==> src/rtl/pic_vec_pkg.sv <==
// Shared definitions for the pic_vec interrupt vectoring stage: FSM states,
// the "no interrupt" ID and the ID-to-clear-vector helper.
package pic_vec_pkg;

   typedef enum logic [1:0] {
      IDLE    = 2'd0,
      REQ     = 2'd1,
      CLAIMED = 2'd2
   } state_t;

   localparam int         ID_NONE     = 0;
   localparam int         MAX_INT_NUM = 64;
   localparam logic [1:0] SETTLE_CNT  = 2'd2;

   // ID n clears source n-1; ID_NONE (or out of range) clears nothing.
   function automatic logic [MAX_INT_NUM-1:0] id_to_onehot(input int unsigned id);
      logic [MAX_INT_NUM-1:0] oh;
      oh = '0;
      if (id != ID_NONE && id <= MAX_INT_NUM) oh = MAX_INT_NUM'(1) << (id - 1);
      return oh;
   endfunction

endpackage

==> src/rtl/pic_vec_prio.sv <==
// Combinational lowest-index-wins priority encoder: masked status vector to
// source ID (index + 1), ID_NONE when nothing is pending.
module pic_vec_prio
   import pic_vec_pkg::*;
#(
   parameter int PIC_INT_NUM = 16,
   parameter int ID_W        = 5
) (
   input  logic [PIC_INT_NUM-1:0] int_vec,
   output logic [ID_W-1:0]        id
);

   always_comb begin
      id = ID_W'(ID_NONE);
      for (int i = PIC_INT_NUM - 1; i >= 0; i--) begin
         if (int_vec[i]) id = ID_W'(i + 1);
      end
   end

endmodule

==> src/rtl/pic_vec.sv <==
// Interrupt vectoring stage behind the PIC status table: request/claim/complete
// handshake with clear strobe. Define PIC_VEC_NEST_EN to enable preemption nesting.
module pic_vec
   import pic_vec_pkg::*;
#(
   parameter int PIC_INT_NUM = 16,
   parameter int ID_W        = 5,
   parameter int NEST_DEPTH  = 4
) (
   input  logic                   pclk,
   input  logic                   preset,
   input  logic [PIC_INT_NUM-1:0] int_sub00_sta,
   input  logic [PIC_INT_NUM-1:0] int_sub00_msk,
   input  logic                   irq_claim,
   input  logic                   irq_complete,
   output logic                   irq_req,
   output logic [ID_W-1:0]        irq_pend_id,
   output logic [ID_W-1:0]        irq_id,
   output logic                   irq_busy,
   output logic                   int_clr_en,
   output logic [PIC_INT_NUM-1:0] clr_ints
);

   localparam logic [ID_W-1:0] NO_ID = ID_W'(ID_NONE);

   if (NEST_DEPTH < 1 || PIC_INT_NUM > MAX_INT_NUM || (2 ** ID_W) <= PIC_INT_NUM) begin : g_bad_params
      $error("pic_vec: inconsistent PIC_INT_NUM / ID_W / NEST_DEPTH");
   end

   function automatic logic [1:0] sat_inc(input logic [1:0] cnt);
      return (cnt >= SETTLE_CNT) ? SETTLE_CNT : cnt + 2'd1;
   endfunction

   state_t          state;
   logic [1:0]      settle_cnt;
   logic            cmpl_lat;
   logic [ID_W-1:0] prio_id;
   logic            settled;
   logic            preempt_ok;
   logic            do_claim;
   logic            do_complete;

   pic_vec_prio #(
      .PIC_INT_NUM (PIC_INT_NUM),
      .ID_W        (ID_W)
   ) u_prio (
      .int_vec (int_sub00_sta & ~int_sub00_msk),
      .id      (prio_id)
   );

   // Settled once our own clear has had time to drop out of irq_pend_id.
   assign settled = (state == CLAIMED) && (settle_cnt == SETTLE_CNT);

`ifdef PIC_VEC_NEST_EN
   localparam int SP_W  = $clog2(NEST_DEPTH + 1);
   localparam int IDX_W = (NEST_DEPTH > 1) ? $clog2(NEST_DEPTH) : 1;

   logic [ID_W-1:0] stack [NEST_DEPTH];
   logic [SP_W-1:0] sp;
   logic [SP_W-1:0] sp_top;

   assign sp_top     = sp - SP_W'(1);
   assign preempt_ok = settled && (irq_pend_id != NO_ID) && (irq_pend_id < irq_id) &&
                       (sp != SP_W'(NEST_DEPTH));
`else
   assign preempt_ok = 1'b0;
`endif

   assign irq_req  = (state == REQ) || preempt_ok;
   assign irq_busy = (state == CLAIMED);

   // A claim beats a simultaneous complete.
   assign do_claim    = irq_claim && (((state == REQ) && (irq_pend_id != NO_ID)) || preempt_ok);
   assign do_complete = settled && (irq_complete || cmpl_lat) && !do_claim;

   always_ff @(posedge pclk) begin
      if (preset) begin
         state       <= IDLE;
         irq_pend_id <= NO_ID;
         irq_id      <= NO_ID;
         int_clr_en  <= 1'b0;
         clr_ints    <= '0;
         settle_cnt  <= '0;
         cmpl_lat    <= 1'b0;
`ifdef PIC_VEC_NEST_EN
         sp          <= '0;
`endif
      end else begin
         irq_pend_id <= prio_id;
         int_clr_en  <= do_claim;
         clr_ints    <= do_claim ? PIC_INT_NUM'(id_to_onehot(32'(irq_pend_id))) : '0;
         settle_cnt  <= do_claim ? 2'd0 : sat_inc(settle_cnt);

         if (do_complete) cmpl_lat <= 1'b0;
         else if ((state == CLAIMED) && !settled && irq_complete) cmpl_lat <= 1'b1;

         case (state)
            IDLE: begin
               if (irq_pend_id != NO_ID) state <= REQ;
            end
            REQ: begin
               if (irq_pend_id == NO_ID) begin
                  state <= IDLE;
               end else if (do_claim) begin
                  state  <= CLAIMED;
                  irq_id <= irq_pend_id;
               end
            end
            CLAIMED: begin
               if (do_claim) begin
`ifdef PIC_VEC_NEST_EN
                  stack[sp[IDX_W-1:0]] <= irq_id;
                  sp                   <= sp + SP_W'(1);
`endif
                  irq_id <= irq_pend_id;
               end else if (do_complete) begin
`ifdef PIC_VEC_NEST_EN
                  if (sp != '0) begin
                     irq_id <= stack[sp_top[IDX_W-1:0]];
                     sp     <= sp_top;
                  end else begin
                     irq_id <= NO_ID;
                     state  <= IDLE;
                  end
`else
                  irq_id <= NO_ID;
                  state  <= IDLE;
`endif
               end
            end
            default: state <= IDLE;
         endcase
      end
   end

endmodule
==> config.mk <==
export PLATFORM = sky130hd
export DESIGN_NAME = pic_vec
export DESIGN_NICKNAME = d
export VERILOG_FILES = /design/src/rtl/pic_vec_pkg.sv /design/src/rtl/pic_vec_prio.sv /design/src/rtl/pic_vec.sv
export SDC_FILE = /design/constraint.sdc
export NUM_CORES = 1
export LEC_CHECK = 0
export CAP_MARGIN = 20
export CORE_ASPECT_RATIO = 1.4
export CORE_MARGIN = 2
export CORE_UTILIZATION = 45
export CTS_BUF_LIST = sky130_fd_sc_hd__clkbuf_4 sky130_fd_sc_hd__clkbuf_8
export CTS_CLUSTER_DIAMETER = 30
export DETAILED_ROUTE_END_ITERATION = 7
export GPL_ROUTABILITY_DRIVEN = 0
export PLACE_DENSITY_LB_ADDON = 0.3
export REMOVE_ABC_BUFFERS = 1
export SLEW_MARGIN = 40
export SYNTH_ARGS = -nofsm -noshare
export SYNTH_HDL_FRONTEND = slang
export SYNTH_SLANG_ARGS = --single-unit
==> constraint.sdc <==
create_clock -name pclk -period 2.6 [get_ports pclk]
set_input_delay 0.78 -clock pclk [delete_from_list [all_inputs] [get_ports pclk]]
set_output_delay 0.78 -clock pclk [all_outputs]
set_load 0.01 [all_outputs]
# Word level (Yosys, flattened, before mapping)
# Index checks and enable logic that the tools add are counted.
# classes
n_addsub,2
n_lt_le_gt_ge,1
n_eq_ne,10
n_shift,1
muxes,28
bitwise_logic,4
n_reduce_logical,24
# ops
operator,n
$mux W4,8
$shl A1 B32 Y16 const A,1
$mux W5,5
$and A16 B16 Y16,1
$mux W2,8
$not A16 Y16,1
$reduce_or A16 Y1,1
$mux W3,4
$pmux W5 S2,1
$reduce_and A4 Y1,2
$reduce_or A8 Y1,1
$logic_and A1 B1 Y1,7
$ne A2 B2 Y1 const B,3
$ne A3 B1 Y1 const B,2
$pmux W2 S3,1
$reduce_or A2 Y1,3
$reduce_or A3 Y1,2
$sub A5 B1 Y6 const B,1
$logic_not A5 Y1,1
$reduce_bool A5 Y1,1
$eq A2 B2 Y1 const B,2
$ne A2 B1 Y1 const B,2
$reduce_or A4 Y1,1
$add A2 B1 Y2 const B,1
other kinds (8),10
# word_totals
ff_bits,32
inputBits,36
output_inout_bits,29
word_cells,82

# Depth between registers and ports, before layout
# Gate-level depths: netlist of the first run.
# logic_depth
word_depth,18
depth_mapped,7
ltp_nobuf,7

# By module
# A second synthesis of the first run with hierarchy kept.
# unflattened
cells_unflattened,162
hier_area_um2,1448.9
# modules_own_cells
mod,n_inst,cells_each,area_each_um2
pic_vec,1,131,1282.5
pic_vec_prio,1,31,166.4

# Least setup slack after synthesis of the first run
# Ideal clock, no wire load.
# synth_timing
kind,input to register
from,in preset
to,reg clr_ints[8]
setup_time_ns,0.066
arrival_ns,1.771
slack_ns,0.764
stages,5
path_cell_list,clkbuf_1 -> nor4_4 -> nor3b_2 -> nand2_1 -> nor2_1
# synth_between
elab_chain_len,1
# synth_lines
element,line,rtl
from (decl),pic_vec.sv:11,"input logic preset,"
$reduce_or A3 Y1 (no line),--,
to (signal assigned),pic_vec.sv:91,clr_ints <= do_claim ? PIC_INT_NUM'(id_to_onehot(32'(irq_pend_id))) : '0;
to (decl),pic_vec.sv:21,output logic [PIC_INT_NUM-1:0] clr_ints
# No other way between the ends.
# A chain may end at the register's enable or synchronous reset.

# Worst setup path in the final report of the first run
# layout_timing
from,reg state[1]
to,out irq_busy
# layout_between
elab_chain_len,1
# layout_lines
element,line,rtl
from (decl),pic_vec.sv:34,state_t state;
from (signal assigned),pic_vec.sv:78,state <= IDLE;
from (signal assigned),pic_vec.sv:99,if (irq_pend_id != NO_ID) state <= REQ;
from (signal assigned),pic_vec.sv:103,state <= IDLE;
$eq A2 B2 Y1,pic_vec.sv:70,assign irq_busy = (state == CLAIMED);
to (decl),pic_vec.sv:19,"output logic irq_busy,"
# No other way between the ends.

==> metrics.cfg, run 1 <==
[run_status]
status=completed

[clock_tree]
hold_buffers=0
path_clk_slew_ns=0.06
post_cts_buffers=0
clock_latency_ns=0.27
cts_tree=yes
cts_resized=0
clock_path_buffers=2
root_buffer=clkbuf_8
h-tree-depth=2
cts_buffers=5
clock_sinks=32

[job]
cap_violations=0

[place]
place_inst=247
portBuffers=64
dp_slack_ns=0.2970
place_hpwl_microns=2472

[logic_synthesis]
syn_area_per_cell_sq_um=9.221
ys_warn_count=0
netlist_area_sq_mm=0.001346
ys_seq_area_frac=0.4758
synth_area_leaders=dfxtp_1 (48%), nor2_1 (7.2%), nand2b_1 (5.6%)
ys_ff_latch=32
synth_top_cell_by_area=dfxtp_1
yosys.area.top_type_share=0.4758
syn_inst=146
synth_cell_types=36

[critical_path]
cpPeakStageDelay_ns=0.56
worstPathArrival_ns=1.53
path_buf_inv=1
cp_top_family=buffers and inverters
path_class=reg -> out
cp-start-kind=flip-flop
slowest_stage=clkdlybuf4s50_1
cp_cell_sequence=nor2b_1 -> clkdlybuf4s50_1
required_ns=1.82
crit_fanout=6
critPathCaptureType=output port

[timing]
max_slew.worst_pin.slew_ns=0.3672
finalSetupViolations=0
fin_setup_tns_ns=0
slew_viol_final=0
rsz0062_at_grt=no
period_needed_ns=2.308
hold_violations=0
slew_headroom=0.7533
min_period_over_period=0.8877
skew_ns=0.001683
finalWorstSetupSlack_ns=0.2919
fmax_mhz=433.3

[grt]
grt_pass1_wl_microns=5037
grt_start_max_net_pins=11
gr-total-overflow=0
antenna_found_initial=0
grt_pass1_vias=1251
track_usage=0.1939

[finish]
fin_nets=255
syn_to_final_growth_pct=59.29
final_layout_size_suffix_gt1_frac=0.06881
multiInputGateArea_sq_um=660.6
antenna_cells=0
fin_cells=255
regArea_sq_um=640.6
n_fill_cell=180

[drt]
ant_nets=0
drc_errors=0
wirelength_microns=3011
viasPerCell=5.039
drtIter0Drc=21
drt_pass1_iterations=4
route.vias.total=1285
wl_per_cell_microns=11.81

[floorplanning]
die-area_sq_mm=0.003451
die_y_microns=68.72
coreArea_sq_mm=0.002849
rows=23
io-pin-count=65
initial_core_util=0.4726
die_x_microns=50.23

[worst_hold_path]
hp-class=reg -> reg

[pwr]
leakage_nw=0.8325
ir_drop_mv=0.5215
powerDensity_mw_per_mm2=552.0

==> power by group <==
group          switching [mW]  internal (mW)  total (mW)
clock                   0.164          0.294       0.458
combinational          0.0857          0.114       0.200
sequential             0.0199          0.506       0.526
==> state kept, by name, summed over array words and instances, names as in the netlist <==
| register | cells |
|---|---|
| clr_ints | 16 |
| irq_id | 5 |
| irq_pend_id | 5 |
| settle_cnt | 2 |
| state | 2 |
| cmpl_lat | 1 |
| int_clr_en | 1 |
==> metal layers <==
| layer | GRT usage | vias up | part of all wire |
|---|---|---|---|
| met5 | 0 | - | 0 |
| met4 | 0.1146 | 0 | 0.022 |
| met3 | 0.05172 | 8 | 0.056 |
| met2 | 0.3602 | 49 | 0.57 |
| met1 | 0.1930 | 589 | 0.35 |
| li1 | - | 639 | - |
==> layout by cell type, fill, tap and decap left out, types with 2 or more instances in the layout <==
cell type,count
a211oi_1,2
a21oi_1,3
a22o_1,4
a31oi_1,2
buf_4,2
clkbuf_8,5
clkdlybuf4s50_1,64
dfxtp_1,32
ha_1,2
inv_1,8
nand2_1,8
nand2b_1,12
nand3_1,3
nor2_1,26
nor2b_1,10
nor3_1,4
nor4b_1,3
o21a_1,2
o21ai_0,2
o221ai_1,2
xor2_1,3
==> through the flow <==
| stage | instance area [sq um] | power [mW] | utilization | hold slack (ns) |
|---|---|---|---|---|
| floorplan | 1331 | 0.6352 | - | 0.4132 |
| global placement | 2033 | 0.7265 | 0.7137 | 0.4210 |
| detailed placement | 2033 | 0.7345 | 0.7137 | 0.4405 |
| CTS | 2145 | 1.190 | 0.7527 | 0.4523 |
| global route | 2145 | 1.242 | 0.7527 | 0.4736 |
| finish | 2145 | 1.184 | 0.7527 | 0.4467 |
==> cell families (layout without fill, tap and decap cells) <==
kind of cell    Yosys count  count (layout)  synth area share
simple gates             74              74            0.3095
flops                    32              32            0.4758
compound gates           24              24            0.1366
buf+inv                  10              82           0.03345
xor+xnor                  4               4           0.02603
fa+ha+maj                 2               2           0.01858
==> cell type report <==
cell class	count	share of cell area
multi-input combinational	104	0.3081
timing repair buffer	66	0.3057
sequential	32	0.2987
clock buffer	6	0.03559
tap	37	0.02159
clock inverter	2	0.01634
inverter	8	0.01400
==> path summary, 6_finish.rpt <==
| path | startpoint | to | slack [ns] | cells past startpoint |
|---|---|---|---|---|
| min | settle_cnt[1]$_SDFF_PP0_ | settle_cnt[0]$_SDFF_PP0_ | 0.45 | 1 |
| max reg2reg | irq_pend_id[0]$_SDFF_PP0_ | clr_ints[2]$_SDFF_PP0_ | 0.81 | 7 |
| min reg2reg | settle_cnt[1]$_SDFF_PP0_ | settle_cnt[0]$_SDFF_PP0_ | 0.45 | 1 |
| max | state[1]$_SDFFE_PP0P_ | irq_busy | 0.29 | 2 |
==> synthesized netlist by cell type, drive strengths merged <==
library cell	instances
nand3b	1
dfxtp	32
buf	1
a211oi	2
nand3	3
a211o	1
o21ai	2
o221ai	2
nor4b	4
a21boi	1
nand2	8
nor4	2
a22o	4
a31oi	2
inv	8
nor3	4
nand2b	12
or3	1
clkbuf	1
nor2	27
xor2	3
o21a	2
ha	2
a31o	1
nor2b	10
a21oi	4
and3	1
a21o	1
xnor2	1
nor3b	1
a32oi	1
o22ai	1
(Power assumes the default switching activity.)
==> run 2, diff against run 1 <==
--- a/config.mk
+++ b/config.mk
@@ -7,7 +7,6 @@
 export LEC_CHECK = 0
 export CAP_MARGIN = 20
 export CORE_ASPECT_RATIO = 1.4
-export CORE_MARGIN = 2
 export CORE_UTILIZATION = 45
 export CTS_BUF_LIST = sky130_fd_sc_hd__clkbuf_4 sky130_fd_sc_hd__clkbuf_8
 export CTS_CLUSTER_DIAMETER = 30
@@ -15,6 +14,7 @@
 export GPL_ROUTABILITY_DRIVEN = 0
 export PLACE_DENSITY_LB_ADDON = 0.3
 export REMOVE_ABC_BUFFERS = 1
+export SKIP_CTS_REPAIR_TIMING = 1
 export SLEW_MARGIN = 40
 export SYNTH_ARGS = -nofsm -noshare
 export SYNTH_HDL_FRONTEND = slang
==> run 2 against run 1 <==
Hold slack barely moved. Fmax is 0.12% lower. Register-to-register slack is essentially flat. Final area fell by 1.4%. Sequential power is essentially flat. Wire length down 3.0%. Clock skew grew 0.0046 ns. Critical path depth stayed put.
==> metrics.cfg, run 2 (synthesis results as in run 1) <==
[run_status]
status=completed

[worst_hold_path]
hp-class=reg -> reg
hold_path.startpoint=settle_cnt[1]$_SDFF_PP0_

[timing]
min_period_over_period=0.8888
rsz0062_at_grt=no
finalSetupViolations=0
skew_ns=0.006233
slew_viol_final=0
holdWs_ns=0.4464
fmax_mhz=432.8
hold_violations=0
fin_setup_tns_ns=0
max_slew.worst_pin.slew_ns=0.3622
period_needed_ns=2.311
finalWorstSetupSlack_ns=0.2892
slew_headroom=0.7582

[drt]
drt_pass1_iterations=4
viasPerCell=5.008
drtIter0Drc=26
drc_errors=0
route.vias.total=1272
ant_nets=0
wirelength_microns=2922
wl_per_cell_microns=11.50

[critical_path]
r2r_slack_ns=0.82
cp_top_family=buffers and inverters
path_buf_inv=1
cp-start-kind=flip-flop
required_ns=1.82
crit_fanout=6
cp_cell_sequence=nor2b_1 -> clkdlybuf4s50_1
rr_startpoint=irq_pend_id[0]$_SDFF_PP0_
slowest_stage=clkdlybuf4s50_1
startpoint=state[1]$_SDFFE_PP0P_
worstPathArrival_ns=1.53
path_class=reg -> out
cpPeakStageDelay_ns=0.57
critPathCaptureType=output port

[pwr]
power_mw=1.081
powerDensity_mw_per_mm2=511.2
ir_drop_mv=0.5915
leakage_nw=0.8183

[finish]
reg.largest.list=clr_ints (16), irq_id (5), irq_pend_id (5)
fin_cells=254
fin_nets=255
most-common-layout-cells=clkdlybuf4s50_1 (64), dfxtp_1 (32), nor2_1 (26), nand2b_1 (12), nor2b_1 (10)
final_layout_size_suffix_gt1_frac=0.06452
antenna_cells=0
largest_register_ffs=16
final_core_utilization=0.7422
regMostFlops=clr_ints
layout_commonest_cell=clkdlybuf4s50_1
final_area_sq_mm=0.002115
syn_to_final_growth_pct=57.06

[floorplanning]
initial_core_util=0.4726
rows=23
die-area_sq_mm=0.003218
die_x_microns=48.23
coreArea_sq_mm=0.002849
io-pin-count=65
die_y_microns=66.72

[place]
dp_slack_ns=0.2922
portBuffers=64
place_hpwl_microns=2454
place_inst=247
place_area_sq_mm=0.002033

[grt]
grt_pass1_vias=1202
grt_pass1_wl_microns=4933
antenna_found_initial=0
gr-total-overflow=0
grt_start_max_net_pins=10
track_usage=0.2158

[clock_tree]
path_clk_slew_ns=0.06
cts_buffers=5
h-tree-depth=2
clock_latency_ns=0.28
root_buffer=clkbuf_8
clock_sinks=32
clock_path_buffers=2
cts_tree=yes

[job]
cap_violations=0

==> run 2: changes by cell type in the layout (fill, tap and decap cells not counted) <==
cell	previous run	this run
bufinv_16	1	0
==> run 2: layout make-up <==
type,count,area (sq um)
timing repair buffer,66,655.6
multi-input combinational,104,660.6
fill,208,734.5
tap,37,46.29
clock inverter,1,5.005
inverter,8,30.03
sequential,32,640.6
clock buffer,6,76.32
==> run 2: worst register-to-register path: stages, from the launching register on <==
cell,delay (ns)
dfxtp_1,0.47
inv_1,0.11
ha_1,0.21
nor4b_4,0.14
nor4_4,0.27
nor3b_2,0.25
nand2_1,0.14
nor2_1,0.12
==> run 2: path summary, 6_finish.rpt <==
kind	endpoint	depth (start not counted)
setup / recovery	irq_busy	2
hold / removal	settle_cnt[0]$_SDFF_PP0_	1
setup reg to reg	clr_ints[2]$_SDFF_PP0_	7
hold reg to reg	settle_cnt[0]$_SDFF_PP0_	1
==> run 2: power by group <==
part,switching (mW),total (mW),internal [mW]
clock network,0.165,0.357,0.192
logic,0.0847,0.199,0.114
registers,0.0194,0.525,0.506
==> run 2: routing by layer <==
metal  vias up  wire [microns]  part of all wire  GRT usage
met3        11             136             0.047    0.06233
li1        639               -                 -          -
met1       576            1053              0.36     0.2241
met4         0             103             0.035     0.1042
met2        46            1628              0.56     0.3717
met5         -               0                 0          0
==> run 3, diff against run 2 <==
--- a/config.mk
+++ b/config.mk
@@ -7,7 +7,7 @@
 export LEC_CHECK = 0
 export CAP_MARGIN = 20
 export CORE_ASPECT_RATIO = 1.4
-export CORE_UTILIZATION = 45
+export CORE_UTILIZATION = 41
 export CTS_BUF_LIST = sky130_fd_sc_hd__clkbuf_4 sky130_fd_sc_hd__clkbuf_8
 export CTS_CLUSTER_DIAMETER = 30
 export DETAILED_ROUTE_END_ITERATION = 7
==> constraint.sdc (replaced) <==
create_clock -name pclk -period 2.25 [get_ports pclk]
set_input_delay 0.675 -clock pclk [delete_from_list [all_inputs] [get_ports pclk]]
set_output_delay 0.675 -clock pclk [all_outputs]
set_load 0.01 [all_outputs]
==> run 3 against run 2 <==
Wire length increased by 5.6%. Die area is 9.4% higher. Critical path depth stayed put. Sequential share of layout area down 0.52 points. Flip-flop and latch count stayed put. Core utilization down 5.2 points. Total power rose by 21%. Sequential power rose by 15%. First-iteration DRC count increased by 77%. Register-to-register slack got worse by 0.37 ns. Largest cell class is now non-clock buffers.
==> metrics.cfg, run 3 (synthesis results as in run 1) <==
[drt]
drc_errors=0
ant_nets=0
drtIter0Drc=46
viasPerCell=4.961
drt_pass1_iterations=4
route.vias.total=1285
wl_per_cell_microns=11.92
wirelength_microns=3086

[floorplanning]
die_y_microns=69.80
die-area_sq_mm=0.003520
rows=24
initial_core_util=0.4311
die_x_microns=50.43
coreArea_sq_mm=0.003123
io-pin-count=65

[clock_tree]
path_clk_slew_ns=0.06
h-tree-depth=2
clock_path_buffers=2
clock_latency_ns=0.28
clock_sinks=32
root_buffer=clkbuf_8
cts_buffers=5
cts_tree=yes

[place]
place_hpwl_microns=2477
dp_slack_ns=0.09657
place_inst=252
portBuffers=64
place_area_sq_mm=0.002058

[critical_path]
r2r_slack_ns=0.45
critPathCaptureType=output port
path_buf_inv=1
worstPathArrival_ns=1.43
slowest_stage=clkdlybuf4s50_1
crit_fanout=6
cp-start-kind=flip-flop
cp_top_family=buffers and inverters
rr_worst_depth=7
cp_cell_sequence=nor2b_1 -> clkdlybuf4s50_1
cpPeakStageDelay_ns=0.55
required_ns=1.57
rr_startpoint=irq_pend_id[0]$_SDFF_PP0_
path_class=reg -> out
startpoint=state[1]$_SDFFE_PP0P_
reg2reg_to=clr_ints[11]$_SDFF_PP0_

[worst_hold_path]
hold_path.startpoint=settle_cnt[1]$_SDFF_PP0_
hold_end=settle_cnt[0]$_SDFF_PP0_
min_path_cells=1
hp-class=reg -> reg

[finish]
reg.largest.list=clr_ints (16), irq_id (5), irq_pend_id (5)
final_area_sq_mm=0.002156
final_layout_size_suffix_gt1_frac=0.08182
fin_cells=259
fin_nets=258
most-common-layout-cells=clkdlybuf4s50_1 (64), dfxtp_1 (31), nor2_1 (26), nand2b_1 (12), nor2b_1 (10)
antenna_cells=0
final_core_utilization=0.6903
largest_register_ffs=16
layout_commonest_cell=clkdlybuf4s50_1
syn_to_final_growth_pct=60.13
regMostFlops=clr_ints
n_fill_cell=264

[timing]
max_slew.worst_pin.slew_ns=0.3493
fin_setup_tns_ns=0
slew_viol_final=0
finalSetupViolations=0
skew_ns=0.005136
finalWorstSetupSlack_ns=0.1436
holdWs_ns=0.4423
rsz0062_at_grt=no
slew_headroom=0.7661
period_needed_ns=2.106
fmax_mhz=474.7
min_period_over_period=0.9362
hold_violations=0

[grt]
track_usage=0.2010
grt_pass1_vias=1317
antenna_found_initial=0
grt_start_max_net_pins=10
grt_pass1_wl_microns=5278
gr-total-overflow=0

[pwr]
power_mw=1.303
powerDensity_mw_per_mm2=604.4
leakage_nw=0.8401
ir_drop_mv=0.4809

[run_status]
status=completed

[job]
cap_violations=0

==> run 3: final cells by class <==
| class | instances | area, sq um | area share |
|---|---|---|---|
| Inverter | 8 | 30.03 | 0.01393 |
| Timing Repair Buffer | 69 | 678.2 | 0.3146 |
| Clock buffer | 7 | 96.34 | 0.04469 |
| Sequential cell | 32 | 641.9 | 0.2977 |
| Tap cell | 39 | 48.80 | 0.02263 |
| Multi-Input combinational cell | 104 | 660.6 | 0.3064 |
==> run 3: power by group <==
group / internal [mW] / switching (mW)
clock network: 0.272 / 0.189
logic: 0.136 / 0.102
registers: 0.585 / 0.0199
total: 0.992 / 0.311
==> run 3: worst max-delay path by stage <==
stage / to / slack (ns) / cells past startpoint
floorplan: clr_ints[8]$_SDFF_PP0_ / 0.55 / 7
global placement: irq_pend_id[4]$_SDFF_PP0_ / 0.15 / 5
detailed placement: clr_ints[3]$_SDFF_PP0_ / 0.1 / 5
CTS: irq_busy / 0.04 / 2
global route: irq_busy / 0.07 / 2
finish: irq_busy / 0.14 / 2
==> run 3: metal layers <==
| layer | global-route usage | share of wire | vias up | wire [microns] |
|---|---|---|---|---|
| li1 | - | - | 646 | - |
| met1 | 0.1783 | 0.35 | 582 | 1074 |
| met2 | 0.3867 | 0.57 | 51 | 1759 |
| met3 | 0.06140 | 0.061 | 6 | 189 |
| met4 | 0.09877 | 0.020 | 0 | 63 |
| met5 | 0 | 0 | - | 0 |
